==> config.mk <==
export PLATFORM = sky130hd
export DESIGN_NAME = fetch_queue_flat
export DESIGN_NICKNAME = d
export VERILOG_FILES = /design/src/rtl/fetch_pkg.sv /design/src/rtl/fetch_queue_if.sv /design/src/rtl/fetch_fifo.sv /design/src/rtl/fetch_queue.sv /design/src/flat_wrapper.sv
export SDC_FILE = /design/constraint.sdc
export NUM_CORES = 1
export LEC_CHECK = 0
export BUFFER_PORTS_ARGS = -buffer_cell sky130_fd_sc_hd__buf_2
export CAP_MARGIN = 20
export CORE_MARGIN = 5
export CORE_UTILIZATION = 40
export DETAILED_ROUTE_END_ITERATION = 16
export PLACE_DENSITY = 0.66
export SYNTH_ARGS = -nofsm -noshare
export SYNTH_HDL_FRONTEND = slang
export SYNTH_SLANG_ARGS = --single-unit
==> constraint.sdc <==
create_clock -name clk -period 4.1 [get_ports clk]
set_clock_uncertainty 0.1 [all_clocks]
set_input_delay 0.205 -clock clk [delete_from_list [all_inputs] [get_ports clk]]
set_output_delay 0.205 -clock clk [all_outputs]
set_load 0.02 [all_outputs]
==> src/rtl/fetch_pkg.sv <==
// Shared types and default sizing for the instruction prefetch queue.
package fetch_pkg;

    localparam int FQ_PC_W     = 9;
    localparam int FQ_INSTR_W  = 33;
    localparam int FQ_DEPTH    = 4;
    localparam int FQ_PC_STEP  = 1;
    localparam int FQ_RESET_PC = 0;

    // One queued fetch: the returned word and the address it was fetched from.
    typedef struct packed {
        logic [FQ_INSTR_W-1:0] instr;
        logic [FQ_PC_W-1:0]    pc;
    } fetch_entry_t;

endpackage

==> src/rtl/fetch_queue_if.sv <==
// Fetch-stage bundle: execute redirect, decode stall/outputs and the imem port.
interface fetch_queue_if
    import fetch_pkg::*;
#(
    parameter int PC_W    = FQ_PC_W,
    parameter int INSTR_W = FQ_INSTR_W
);
    logic               PCSrcE;
    logic [PC_W-1:0]    PCTargetE;
    logic               StallF;
    logic [PC_W-1:0]    imem_addr;
    logic [INSTR_W-1:0] imem_rdata;
    logic [INSTR_W-1:0] InstrD;
    logic [PC_W-1:0]    PCD;
    logic [PC_W-1:0]    PCPlus4D;
    logic               ValidD;

    modport master (
        input  PCSrcE, PCTargetE, StallF, imem_rdata,
        output imem_addr, InstrD, PCD, PCPlus4D, ValidD
    );

    modport slave (
        output PCSrcE, PCTargetE, StallF, imem_rdata,
        input  imem_addr, InstrD, PCD, PCPlus4D, ValidD
    );
endinterface

==> src/rtl/fetch_fifo.sv <==
// Prefetch storage: circular buffer with flush; head is only visible once written.
module fetch_fifo
    import fetch_pkg::*;
#(
    parameter int DEPTH = FQ_DEPTH
) (
    input  logic                     clk,
    input  logic                     rst,
    input  logic                     flush_i,
    input  logic                     push_i,
    input  fetch_entry_t             push_data_i,
    input  logic                     pop_i,
    output fetch_entry_t             head_o,
    output logic [$clog2(DEPTH):0]   count_o,
    output logic                     empty_o
);
    localparam int AW = $clog2(DEPTH);
    localparam logic [AW-1:0] PTR_ONE = AW'(1);
    localparam logic [AW:0]   CNT_FULL = (AW + 1)'(DEPTH);

    fetch_entry_t  mem_q [DEPTH];
    logic [AW-1:0] wr_ptr_q, wr_ptr_d, rd_ptr_q, rd_ptr_d;
    logic [AW:0]   count_q, count_d;
    logic          do_push, do_pop;

    always_comb begin
        do_push  = push_i && (count_q != CNT_FULL) && !flush_i;
        do_pop   = pop_i && (count_q != '0) && !flush_i;
        wr_ptr_d = wr_ptr_q;
        rd_ptr_d = rd_ptr_q;
        count_d  = count_q;
        if (flush_i) begin
            wr_ptr_d = '0;
            rd_ptr_d = '0;
            count_d  = '0;
        end else begin
            if (do_push) wr_ptr_d = wr_ptr_q + PTR_ONE;
            if (do_pop)  rd_ptr_d = rd_ptr_q + PTR_ONE;
            count_d = count_q + (AW + 1)'(do_push) - (AW + 1)'(do_pop);
        end
    end

    always_ff @(posedge clk or negedge rst) begin
        if (!rst) begin
            wr_ptr_q <= '0;
            rd_ptr_q <= '0;
            count_q  <= '0;
        end else begin
            wr_ptr_q <= wr_ptr_d;
            rd_ptr_q <= rd_ptr_d;
            count_q  <= count_d;
        end
    end

    always_ff @(posedge clk) begin
        if (do_push) mem_q[wr_ptr_q] <= push_data_i;
    end

    assign head_o  = mem_q[rd_ptr_q];
    assign count_o = count_q;
    assign empty_o = (count_q == '0);
endmodule

==> src/rtl/fetch_queue.sv <==
// Fetch stage: credit-based issue to a 1-cycle imem, prefetch queue, decode register.
module fetch_queue
    import fetch_pkg::*;
#(
    parameter int PC_W     = FQ_PC_W,
    parameter int INSTR_W  = FQ_INSTR_W,
    parameter int DEPTH    = FQ_DEPTH,
    parameter int PC_STEP  = FQ_PC_STEP,
    parameter int RESET_PC = FQ_RESET_PC
) (
    input logic           clk,
    input logic           rst,
    fetch_queue_if.master bus
);
    localparam int CNT_W = $clog2(DEPTH) + 1;
    localparam logic [PC_W-1:0] STEP    = PC_W'(PC_STEP);
    localparam logic [PC_W-1:0] PC_INIT = PC_W'(RESET_PC);

    logic [PC_W-1:0]    pcf_q, pcf_d;
    logic               inflight_q, inflight_d;
    logic [PC_W-1:0]    infl_pc_q, infl_pc_d;
    logic [INSTR_W-1:0] instr_q, instr_d;
    logic [PC_W-1:0]    pcd_q, pcd_d, pcp_q, pcp_d;
    logic               valid_q, valid_d;
    logic               redirect, pop, push, issue, empty;
    logic [PC_W-1:0]    fetch_addr;
    logic [CNT_W-1:0]   count;
    fetch_entry_t       head, wr_entry;

    fetch_fifo #(.DEPTH(DEPTH)) u_fifo (
        .clk         (clk),
        .rst         (rst),
        .flush_i     (redirect),
        .push_i      (push),
        .push_data_i (wr_entry),
        .pop_i       (pop),
        .head_o      (head),
        .count_o     (count),
        .empty_o     (empty)
    );

    always_comb begin
        redirect = bus.PCSrcE;
        pop      = !redirect && !bus.StallF && !empty;
        // A redirected response is dropped here, so it never reaches the queue.
        push     = inflight_q && !redirect;
        wr_entry = '{instr: bus.imem_rdata, pc: infl_pc_q};
        if (redirect) issue = 1'b1;
        else          issue = (int'(count) + int'(inflight_q) - int'(pop)) < DEPTH;
        fetch_addr = redirect ? bus.PCTargetE : pcf_q;
        pcf_d      = issue ? fetch_addr + STEP : pcf_q;
        inflight_d = issue;
        infl_pc_d  = fetch_addr;

        instr_d = instr_q;
        pcd_d   = pcd_q;
        pcp_d   = pcp_q;
        valid_d = valid_q;
        if (redirect) begin
            valid_d = 1'b0;
        end else if (!bus.StallF) begin
            valid_d = pop;
            if (pop) begin
                instr_d = head.instr;
                pcd_d   = head.pc;
                pcp_d   = head.pc + STEP;
            end
        end
    end

    always_ff @(posedge clk or negedge rst) begin
        if (!rst) begin
            pcf_q      <= PC_INIT;
            inflight_q <= 1'b0;
            infl_pc_q  <= '0;
            instr_q    <= '0;
            pcd_q      <= '0;
            pcp_q      <= '0;
            valid_q    <= 1'b0;
        end else begin
            pcf_q      <= pcf_d;
            inflight_q <= inflight_d;
            infl_pc_q  <= infl_pc_d;
            instr_q    <= instr_d;
            pcd_q      <= pcd_d;
            pcp_q      <= pcp_d;
            valid_q    <= valid_d;
        end
    end

    assign bus.imem_addr = fetch_addr;
    assign bus.InstrD    = instr_q;
    assign bus.PCD       = pcd_q;
    assign bus.PCPlus4D  = pcp_q;
    assign bus.ValidD    = valid_q;
endmodule

==> src/flat_wrapper.sv <==
// flat-port wrapper written by rule: the top's interface ports become plain ports
module fetch_queue_flat import fetch_pkg::*;
#(
    parameter int PC_W     = FQ_PC_W,
    parameter int INSTR_W  = FQ_INSTR_W,
    parameter int DEPTH    = FQ_DEPTH,
    parameter int PC_STEP  = FQ_PC_STEP,
    parameter int RESET_PC = FQ_RESET_PC
)
  (clk, rst, bus_PCSrcE, bus_PCTargetE, bus_StallF, bus_imem_rdata, bus_imem_addr, bus_InstrD, bus_PCD, bus_PCPlus4D, bus_ValidD);
  fetch_queue_if #(.PC_W(PC_W), .INSTR_W(INSTR_W)) bus_i ();
  input logic clk;
  input logic rst;
  input wire logic [$bits(bus_i.PCSrcE)-1:0] bus_PCSrcE;
  input wire logic [$bits(bus_i.PCTargetE)-1:0] bus_PCTargetE;
  input wire logic [$bits(bus_i.StallF)-1:0] bus_StallF;
  input wire logic [$bits(bus_i.imem_rdata)-1:0] bus_imem_rdata;
  output wire logic [$bits(bus_i.imem_addr)-1:0] bus_imem_addr;
  output wire logic [$bits(bus_i.InstrD)-1:0] bus_InstrD;
  output wire logic [$bits(bus_i.PCD)-1:0] bus_PCD;
  output wire logic [$bits(bus_i.PCPlus4D)-1:0] bus_PCPlus4D;
  output wire logic [$bits(bus_i.ValidD)-1:0] bus_ValidD;
  assign bus_i.PCSrcE = bus_PCSrcE;
  assign bus_i.PCTargetE = bus_PCTargetE;
  assign bus_i.StallF = bus_StallF;
  assign bus_i.imem_rdata = bus_imem_rdata;
  assign bus_imem_addr = bus_i.imem_addr;
  assign bus_InstrD = bus_i.InstrD;
  assign bus_PCD = bus_i.PCD;
  assign bus_PCPlus4D = bus_i.PCPlus4D;
  assign bus_ValidD = bus_i.ValidD;
  fetch_queue #(.PC_W(PC_W), .INSTR_W(INSTR_W), .DEPTH(DEPTH), .PC_STEP(PC_STEP), .RESET_PC(RESET_PC)) u_core (.clk(clk), .rst(rst), .bus(bus_i));
endmodule
# Word level (Yosys, flattened, before mapping)
# Memory sizes are Yosys's and may differ from the RTL's.
# Index checks and enable logic that the tools add are counted.
# Widths: inputs -> output; s select.
# totals
regBits	78
ram_bits	168
inputBits	46
output_inout_bits	61
wordCells	50
n_memories	1
# classes
add_sub_neg	8
magnitude_cmp	1
n_eq_ne	2
muxes	11
bitwise	2
n_reduce_logical	15
# memory_table
memory	words	word_bits	read_ports	rd_ports_with_merged_regs	wr	line	rtl
u_core.u_fifo.mem_q	4	42	1	0	1	fetch_fifo.sv:21	fetch_entry_t mem_q [DEPTH];
# ops
cell	count
$lt 32x4->1 const B	1
$sub 32x2->32	1
$add 9x1->9 const B	2
$mux 9	1
$mux 2	4
$logic_and 1x1->1	7
$mux 1	5
$add 2x1->2 const B	2
$add 3x1->4	1
$reduce_bool 2->1	2
$add 3x1->3	1
$logic_not 1->1	3
$logic_not 3->1	1
$mux 3	1
$ne 3x3->1 const B	1
$reduce_and 3->1	1
$reduce_bool 3->1	1
$sub 3x1->3	1
$ne 2x2->1 const B	1
$not 1->1	2

# Longest topological paths before layout
# Gate-level depths: netlist of the first run.
# depth
depth_word	7
mapped_depth	11
depth_no_buf	11

# Cells and area by module
# From an unflattened synthesis of the first run, not the netlist that was laid out.
# hier_totals
hier_cells	582
hier_area_um2	9631.7
# by_module_without_submodules
module	instances	cells_per_inst	area_each_um2	seq_area_each_um2
fetch_fifo	1	267	6585.1	5220.0
fetch_queue	1	315	3046.7	1776.7

# Worst setup path before layout of the first run
# Ideal clock, no wire load.
# synth_path
path_kind	reg-to-reg
start	register u_core.u_fifo.count_q[0] (netlist: u_core.u_fifo.count_o[0])
end	register u_core.pcf_q[0]
setup_ns	0.125
t_arrival_ns	2.224
t_required_ns	3.875
slack_ns	1.651
stages_incl_launch_ff	10
path_buffers	3
period_less_slack_ns	2.449
path_cell_list	dfrtp_1 > nor3_1 > or3_1 > buf_2 > clkbuf_1 > nor3_1 > ha_1 > a211o_1 > buf_6 > mux2_4
# synth_between
elab_chain_len	6
word_cells_on_any_way	7
cone_classes	2 x add/sub; 1 x order compare; 1 x mux; 3 x reduce/logical
# synth_rtl
element	line	rtl
start: declaration	fetch_fifo.sv:23	logic [AW:0] count_q, count_d;
start signal: assignment	fetch_fifo.sv:51	count_q <= count_d;
branches (longest 3 deep; another with $add 3x1->4)	n/a	
$sub 32x2->32 *	fetch_queue.sv:49	else issue = (int'(count) + int'(inflight_q) - int'(pop)) < DEPTH;
$lt 32x4->1 *	fetch_queue.sv:49	
$mux 1 *	fetch_queue.sv:48	if (redirect) issue = 1'b1;
net u_core.inflight_d	fetch_queue.sv:20	logic inflight_q, inflight_d;
end signal: assignment	fetch_queue.sv:81	pcf_q <= pcf_d;
end: declaration	fetch_queue.sv:19	logic [PC_W-1:0] pcf_q, pcf_d;
# Mark *: on every way through the listed nets, which the timed path passes.
# A chain may end at the register's enable or synchronous reset.

# Final worst setup path of the first run
# layout_path
start	register u_core.u_fifo.count_q[1] (netlist: u_core.u_fifo.count_o[1])
end	register u_core.pcf_q[7]
# layout_between
elab_chain_len	6
word_cells_on_any_way	7
cone_classes	2 x add/sub; 1 x order compare; 1 x mux; 3 x reduce/logical
# layout_rtl
element	line
branches (longest 3 deep; another with $add 3x1->4)	n/a
$sub 32x2->32 *	fetch_queue.sv:49
$lt 32x4->1 *	fetch_queue.sv:49
$mux 1 *	fetch_queue.sv:48
# Mark *: on every way between the ends.

==> results of run 1 <==
registers in the layout (all words and copies together) (netlist names), 2 cells and up:
name,count
u_core.u_fifo.rd_ptr_q,2
u_core.u_fifo.mem_q,168
u_core.bus.InstrD,33
u_core.u_fifo.wr_ptr_q,2
u_core.pcf_q,9
u_core.bus.PCD,9
u_core.bus.PCPlus4D,9
u_core.infl_pc_q,9
u_core.u_fifo.count_o,3
area by class of cell:
type                       count  area (µm²)
clock buffer                  36         739
clock inverter                12         116
fill                        1963       11800
inverter                      12        45.0
multi-input combinational    291        2350
sequential                   246        7000
tap                          319         399
timing repair buffer         159        1060
routing by layer:
| metal | part of all wire (%) | routed length (µm) |
|---|---|---|
| met1 | 42 | 7920 |
| met3 | 4.6 | 876 |
| met2 | 51 | 9580 |
| met4 | 2.6 | 488 |
| met5 | 0 | 0 |
final timing paths:
check / to / cells past startpoint / slack (ns) / startpoint
hold / removal: u_core.bus.PCD[5] / 2 / 0.05 / rst
setup reg to reg: u_core.pcf_q[7] / 7 / 1.12 / u_core.u_fifo.count_o[1]
setup / recovery: u_core.pcf_q[7] / 7 / 1.12 / u_core.u_fifo.count_o[1]
min in group clk: u_core.u_fifo.rd_ptr_q[1] / 2 / 0.06 / bus_PCSrcE
max in group asynchronous: u_core.u_fifo.rd_ptr_q[0] / 3 / 3.23 / rst
hold reg to reg: u_core.bus.InstrD[22] / 2 / 0.37 / u_core.bus.InstrD[22]
power breakdown:
part / switching (W) / leakage [nW] / internal (W) / total, W
Sequential: 0.000354 / 2.50 / 0.00335 / 0.00371
Combinational: 0.00127 / 1.73 / 0.000895 / 0.00217
Clock: 0.000922 / 0.417 / 0.00139 / 0.00231
per-stage QoR:
| step | hold WS [ns] | setup WS [ns] | instance area, µm² | util (%) | instances |
|---|---|---|---|---|---|
| 2_1_floorplan | -0.191 | 1.65 | 9520 | - | 575 |
| 3_3_place_gp | 0.314 | 1.13 | 10400 | 44.3 | 982 |
| 3_5_place_dp | 0.324 | 1.10 | 10400 | 44.3 | 982 |
| 4_1_cts | 0.0255 | 1.09 | 11700 | 49.8 | 1074 |
| 5_1_grt | 0.0753 | 0.889 | 11700 | 49.9 | 1075 |
| 6_report | 0.0547 | 1.12 | 11700 | 49.9 | 1075 |
layout by cell type (no fill, tap or decap), types with 6 or more instances in the layout:
cell type      Yosys  final
nor2_1            12     12
dlygate4sd3_1      0     44
nand2_1          146    146
buf_2             11    105
o21ai_0           10     10
clkbuf_16          0     27
xor2_1             6      6
clkbuf_1           8      6
inv_1             12     11
edfxtp_1         168    168
xnor2_1           12     12
nand3_1            7      7
buf_4              2      9
dfrtp_1           78     76
mux4_2            42     42
mux2_4             8      8
ha_1              12     12
timing repair:
action | 4_1_cts | 5_1_grt
hold endpoints to repair | 220 | 0
hold buffers | 44 | 0
setup endpoints to repair | 0 | 0
setup buffers | 0 | 0
resized for setup | 0 | 0
worst reg2reg max path, delay by kind of cell (launching register included):
family	cells	cell delay, ns
muxes	1	0.39
buffers and inverters	1	0.53
and+or+nand+nor	3	0.61
DFF	1	0.43
adders and majority gates	1	0.30
AOI/OAI and AO/OA	1	0.49
cells by family (layout without fill, tap and decap cells):
group	after synthesis	count (layout)	synth area share, %
buffers and inverters	38	219	1.88
xor gates and xnor gates	18	18	1.66
and+or+nand+nor	183	183	7.89
adders and majority gates	13	13	1.79
DFF	246	246	73.5
muxes	60	60	12.3
AOI/OAI and AO/OA	17	17	0.986
==> impl_metrics.tcl, run 1 <==
set metrics [dict create \
    status "complete, no violations" \
    wl_per_cell_um 17.5 \
    cp_max_fo 60 \
    setup_violations 0 \
    slew_viol_final 0 \
    cap_viol_max_count 0 \
    syn-cell-area_um2 9520 \
    fmax_mhz 335 \
    path_cells "nor3_1, or3_2, buf_4, nor3_1, ha_1, a211o_1, mux2_4" \
    synth.distinct_cells 34 \
    die_h_um 164 \
    final_nets 795 \
    clock-sinks 246 \
    drtIter0Drc 293 \
    synth-main-ff-cell "edfxtp_1" \
    die-area_um2 27000 \
    p_total_w 0.00819 \
    cts_tree "yes" \
    ctsLongestPathBuffers 3 \
    ys.warnings.count 0 \
    vdd_drop_max_mv 0.328 \
    ys_seq_area_share_pct 73.5 \
    hold_viol 0 \
    required_ns 4.39 \
    arrival_ns 3.28 \
    period_needed_ns 2.98 \
    rsz0062_at_grt "no" \
    p_leak_nw 4.64 \
    cpMostUsedCell "nor3_1" \
    drive_gt1_share_pct 29.0 \
    grt_pass1_vias 5638 \
    drc 0 \
    period_share_pct 72.8 \
    worst_pin_slew_ns 0.859 \
    io_pins 107 \
    synthArstFlopShare_pct 31.7 \
    busiest_layer "met2" \
    worst-setup-path-type "flop to flop" \
    grt_pass1_wl_um 30500 \
    antenna_found_initial 0 \
    row_count 56 \
    hold_path_class "input pin to async pin" \
    syn_to_final_growth_pct 23.0 \
    synth.avg_cell_area_um2 16.6 \
    relSlewSlack_pct 42.7 \
    gr-total-overflow 0 \
    initial_core_util_pct 40.6 \
    syn_inst 575 \
    viasPerCell 4.84 \
    slowest_delay_ns 0.53 \
    synth-seq-cells 246 \
    syn-num-nets 634 \
    power.density_nw_per_um2 699 \
    port_buffers 106 \
    track_usage_pct 14.4 \
    synth.cells.most_frequent "edfxtp_1 (168), nand2_1 (146), dfrtp_1 (78), mux4_2 (42)" \
    endpoint_kind "flop" \
    grt.met2_usage_pct 25.6 \
    cts_made_buffers 26 \
    yosysMostFrequentCell "edfxtp_1" \
    grt_max_degree 79 \
    die_x_um 164 \
    first_pass_iters 4 \
    wl_um 18900 \
    fin_setup_tns_ns 0 \
    path_clk_slew_ns 0.06 \
    antennaDiodeCount 0 \
    via_count 5200 \
    synth.area.top_cells "edfxtp_1 (53%), dfrtp_1 (21%), mux4_2 (9.9%)" \
    synth_top_area_share_pct 53.0 \
    core_area_um2 23500 \
    grt_util_met1_pct 18.3 \
    grt_use_met3_pct 2.41 \
    cpLargestDelayFamily "simple AND/OR/NAND/NOR gates" \
    hpwl_um 11300 \
    clockRootBuffer "clkbuf_16" \
    worst-path-buf-inv 1 \
    cts_htree_levels 1 \
    routabilityCongestion 0.700 \
    crit_slowest_cell "buf_4" \
    ant_nets 0 \
    cp-start-kind "flop" \
    synth_edf_count 168 \
    clock_latency_ns 0.52 \
    yosysTopAreaCell "edfxtp_1" \
]
(Power assumes the default switching activity.)
==> run 2, diff against run 1 <==
--- a/config.mk
+++ b/config.mk
@@ -5,12 +5,13 @@
 export SDC_FILE = /design/constraint.sdc
 export NUM_CORES = 1
 export LEC_CHECK = 0
+export ABC_AREA = 1
 export BUFFER_PORTS_ARGS = -buffer_cell sky130_fd_sc_hd__buf_2
 export CAP_MARGIN = 20
 export CORE_MARGIN = 5
 export CORE_UTILIZATION = 40
 export DETAILED_ROUTE_END_ITERATION = 16
-export PLACE_DENSITY = 0.66
+export PLACE_DENSITY = 0.68
 export SYNTH_ARGS = -nofsm -noshare
 export SYNTH_HDL_FRONTEND = slang
 export SYNTH_SLANG_ARGS = --single-unit
==> constraint.sdc (replaced) <==
create_clock -name clk -period 2.54 [get_ports clk]
set_clock_uncertainty 0.1 [all_clocks]
set_input_delay 0.127 -clock clk [delete_from_list [all_inputs] [get_ports clk]]
set_output_delay 0.127 -clock clk [all_outputs]
set_load 0.02 [all_outputs]
==> impl_metrics.tcl, run 2 <==
set metrics [dict create \
    status "complete, no violations" \
    path_cells "ha_1, ha_1, xor2_1, nor2_1, nand2_1, inv_1, ha_1, nand3_4, nand2_4, nand2_1, nand2_1" \
    ctsLongestPathBuffers 3 \
    cts_tree "yes" \
    track_usage_pct 15.4 \
    instances_no_fill 1355 \
    fmax_mhz 459 \
    syn_to_final_growth_pct 23.4 \
    wl_um 21600 \
    syn_inst 851 \
    ant_nets 0 \
    layout_common_cells "nor2_1 (183), edfxtp_1 (168), nand2_1 (131)" \
    period_share_pct 85.7 \
    drc 0 \
    synth-main-ff-cell "edfxtp_1" \
    p_seq_share_pct 42.1 \
    initial_core_util_pct 40.6 \
    cpLargestDelayFamily "adder cells" \
    synth_edf_count 168 \
    synth.area.top_cells "edfxtp_1 (51%), dfrtp_1 (20%), nor2_1 (7.1%)" \
    gr-total-overflow 0 \
    cts_htree_levels 1 \
    cp-start-kind "flop" \
    worst_pin_slew_ns 0.877 \
    port_buffers 106 \
    syn-num-nets 910 \
    cts_made_buffers 27 \
    clock_latency_ns 0.52 \
    final_nets 1070 \
    relSlewSlack_pct 41.5 \
    fin_setup_tns_ns 0 \
    synth.cells.most_frequent "nor2_1 (187), edfxtp_1 (168), nand2_1 (131), o21ai_0 (83), dfrtp_1 (78)" \
    antenna_found_initial 1 \
    pwr-share-comb_pct 31.0 \
    drtIter0Drc 511 \
    path_clk_slew_ns 0.06 \
    crit_slowest_cell "dfrtp_1" \
    yosysTopAreaCell "edfxtp_1" \
    yosysMostFrequentCell "nor2_1" \
    hold_slack_ns 0.0529 \
    core_area_um2 24300 \
    endpoint_kind "flop" \
    hpwl_um 13100 \
    largest_register_ffs 168 \
    ys_seq_area_share_pct 70.8 \
    rsz0062_at_grt "no" \
    dp.cells 1259 \
    grt_pass1_wl_um 35400 \
    slew_viol_final 0 \
    arrival_ns 2.48 \
    grt_pass1_vias 6673 \
    synthArstFlopShare_pct 31.7 \
    clock-sinks 246 \
    wl_per_cell_um 16.0 \
    hold_path_class "input pin to async pin" \
    switching_power_w 0.00491 \
    clockRootBuffer "clkbuf_16" \
    die_h_um 167 \
    grt_max_degree 80 \
    synth-seq-cells 246 \
    regMostFlops "u_core.u_fifo.mem_q" \
    row_count 57 \
    final_common_cell "nor2_1" \
    die-area_um2 28000 \
    drive_gt1_share_pct 19.0 \
    cp_max_fo 10 \
    p_int_w 0.00915 \
    synth_top_area_share_pct 51.0 \
    p_total_w 0.0141 \
    ys.warnings.count 0 \
    antennaDiodeCount 0 \
    die_x_um 167 \
    cap_viol_max_count 0 \
    syn-cell-area_um2 9880 \
    vdd_drop_max_mv 0.659 \
    first_pass_iters 6 \
    cts_setup_buffers 0 \
    hold_viol 0 \
    synth.avg_cell_area_um2 11.6 \
    worst-path-buf-inv 1 \
    power.density_nw_per_um2 1150 \
    via_count 6587 \
    setup_violations 0 \
    final_util_pct 50.1 \
    required_ns 2.84 \
    viasPerCell 4.86 \
    synth.distinct_cells 38 \
    io_pins 107 \
    swShare_pct 34.9 \
    pwr-share-clk_pct 26.9 \
    slowest_delay_ns 0.40 \
    p_leak_nw 4.88 \
    worst-setup-path-type "flop to flop" \
    routabilityCongestion 0.799 \
    period_needed_ns 2.18 \
]
## run 2: changes by cell type in the layout (fill, tap and decap cells not counted), sizes merged, moves of 11 or more
cell	change
o21ai	+75
nor2	+180
a31oi	+33
mux2	-13
nand3	+38
inv	+21
buf	+11
mux4	-42
xnor2	-11
## run 2: cell type report
type / count / area (µm²)
multi-input cells: 531 / 2550
clock buffers: 34 / 712
flip-flops and latches: 246 / 7000
well taps: 324 / 405
inverters: 32 / 128
repair buffers: 173 / 1240
clock inverters: 15 / 155
fillers: 2090 / 12100
## run 2: per-stage QoR
stage / area [µm²] / setup slack [ns]
after floorplan: 9880 / -0.529
after global placement: 10900 / 0.297
after detailed placement: 10900 / 0.235
after CTS: 12200 / 0.208
after global routing: 12200 / 0.154
final: 12200 / 0.363
## run 2: cell families (layout without fill, tap and decap cells)
kind of cell	count (synthesis)	count (layout)	share of synthesized area (%)
compound gates	127	127	6.97
xor+xnor	6	6	0.532
fa+ha+maj	13	13	1.72
buf+inv	74	254	3.72
flops	246	246	70.8
simple gates	385	385	16.3
## run 2: per-layer routing
metal  vias to the layer above  GRT usage, %  part of all wire, %
li1                       3239             -                    -
met5                         -             0                0.060
met2                       145          26.5                   49
met1                      3171          20.1                   44
met4                         2          4.06                  1.7
met3                        30          3.30                  5.5
## run 2: timing repair
action,4_1_cts,5_1_grt
setup endpoints to repair,0,4
hold buffers,47,0
gates resized for setup,0,1
endpoints found under the hold margin,225,0
## run 2: worst paths after layout
kind / start / end / slack [ns] / cells past startpoint
setup / recovery: u_core.u_fifo.count_o[0] / u_core.pcf_q[0] / 0.36 / 11
hold / removal: rst / u_core.pcf_q[7] / 0.05 / 2
setup reg to reg: u_core.u_fifo.count_o[0] / u_core.pcf_q[0] / 0.36 / 11
hold reg to reg: u_core.bus.PCPlus4D[1] / u_core.bus.PCPlus4D[1] / 0.37 / 2
max in group asynchronous: rst / u_core.bus.InstrD[29] / 1.64 / 3
min in group clk: bus_PCTargetE[6] / u_core.infl_pc_q[6] / 0.09 / 5
## run 2: power by group through the flow
| stage | Sequential [W] | Combinational (W) | Clock [W] |
|---|---|---|---|
| after global placement | 0.00597 | 0.00428 | 0 |
| after detailed placement | 0.00600 | 0.00436 | 0 |
| final | 0.00592 | 0.00436 | 0.00378 |
| after global routing | 0.00604 | 0.00491 | 0.00405 |
| after floorplan | 0.00636 | 0.00253 | 0 |
| after CTS | 0.00593 | 0.00443 | 0.00387 |
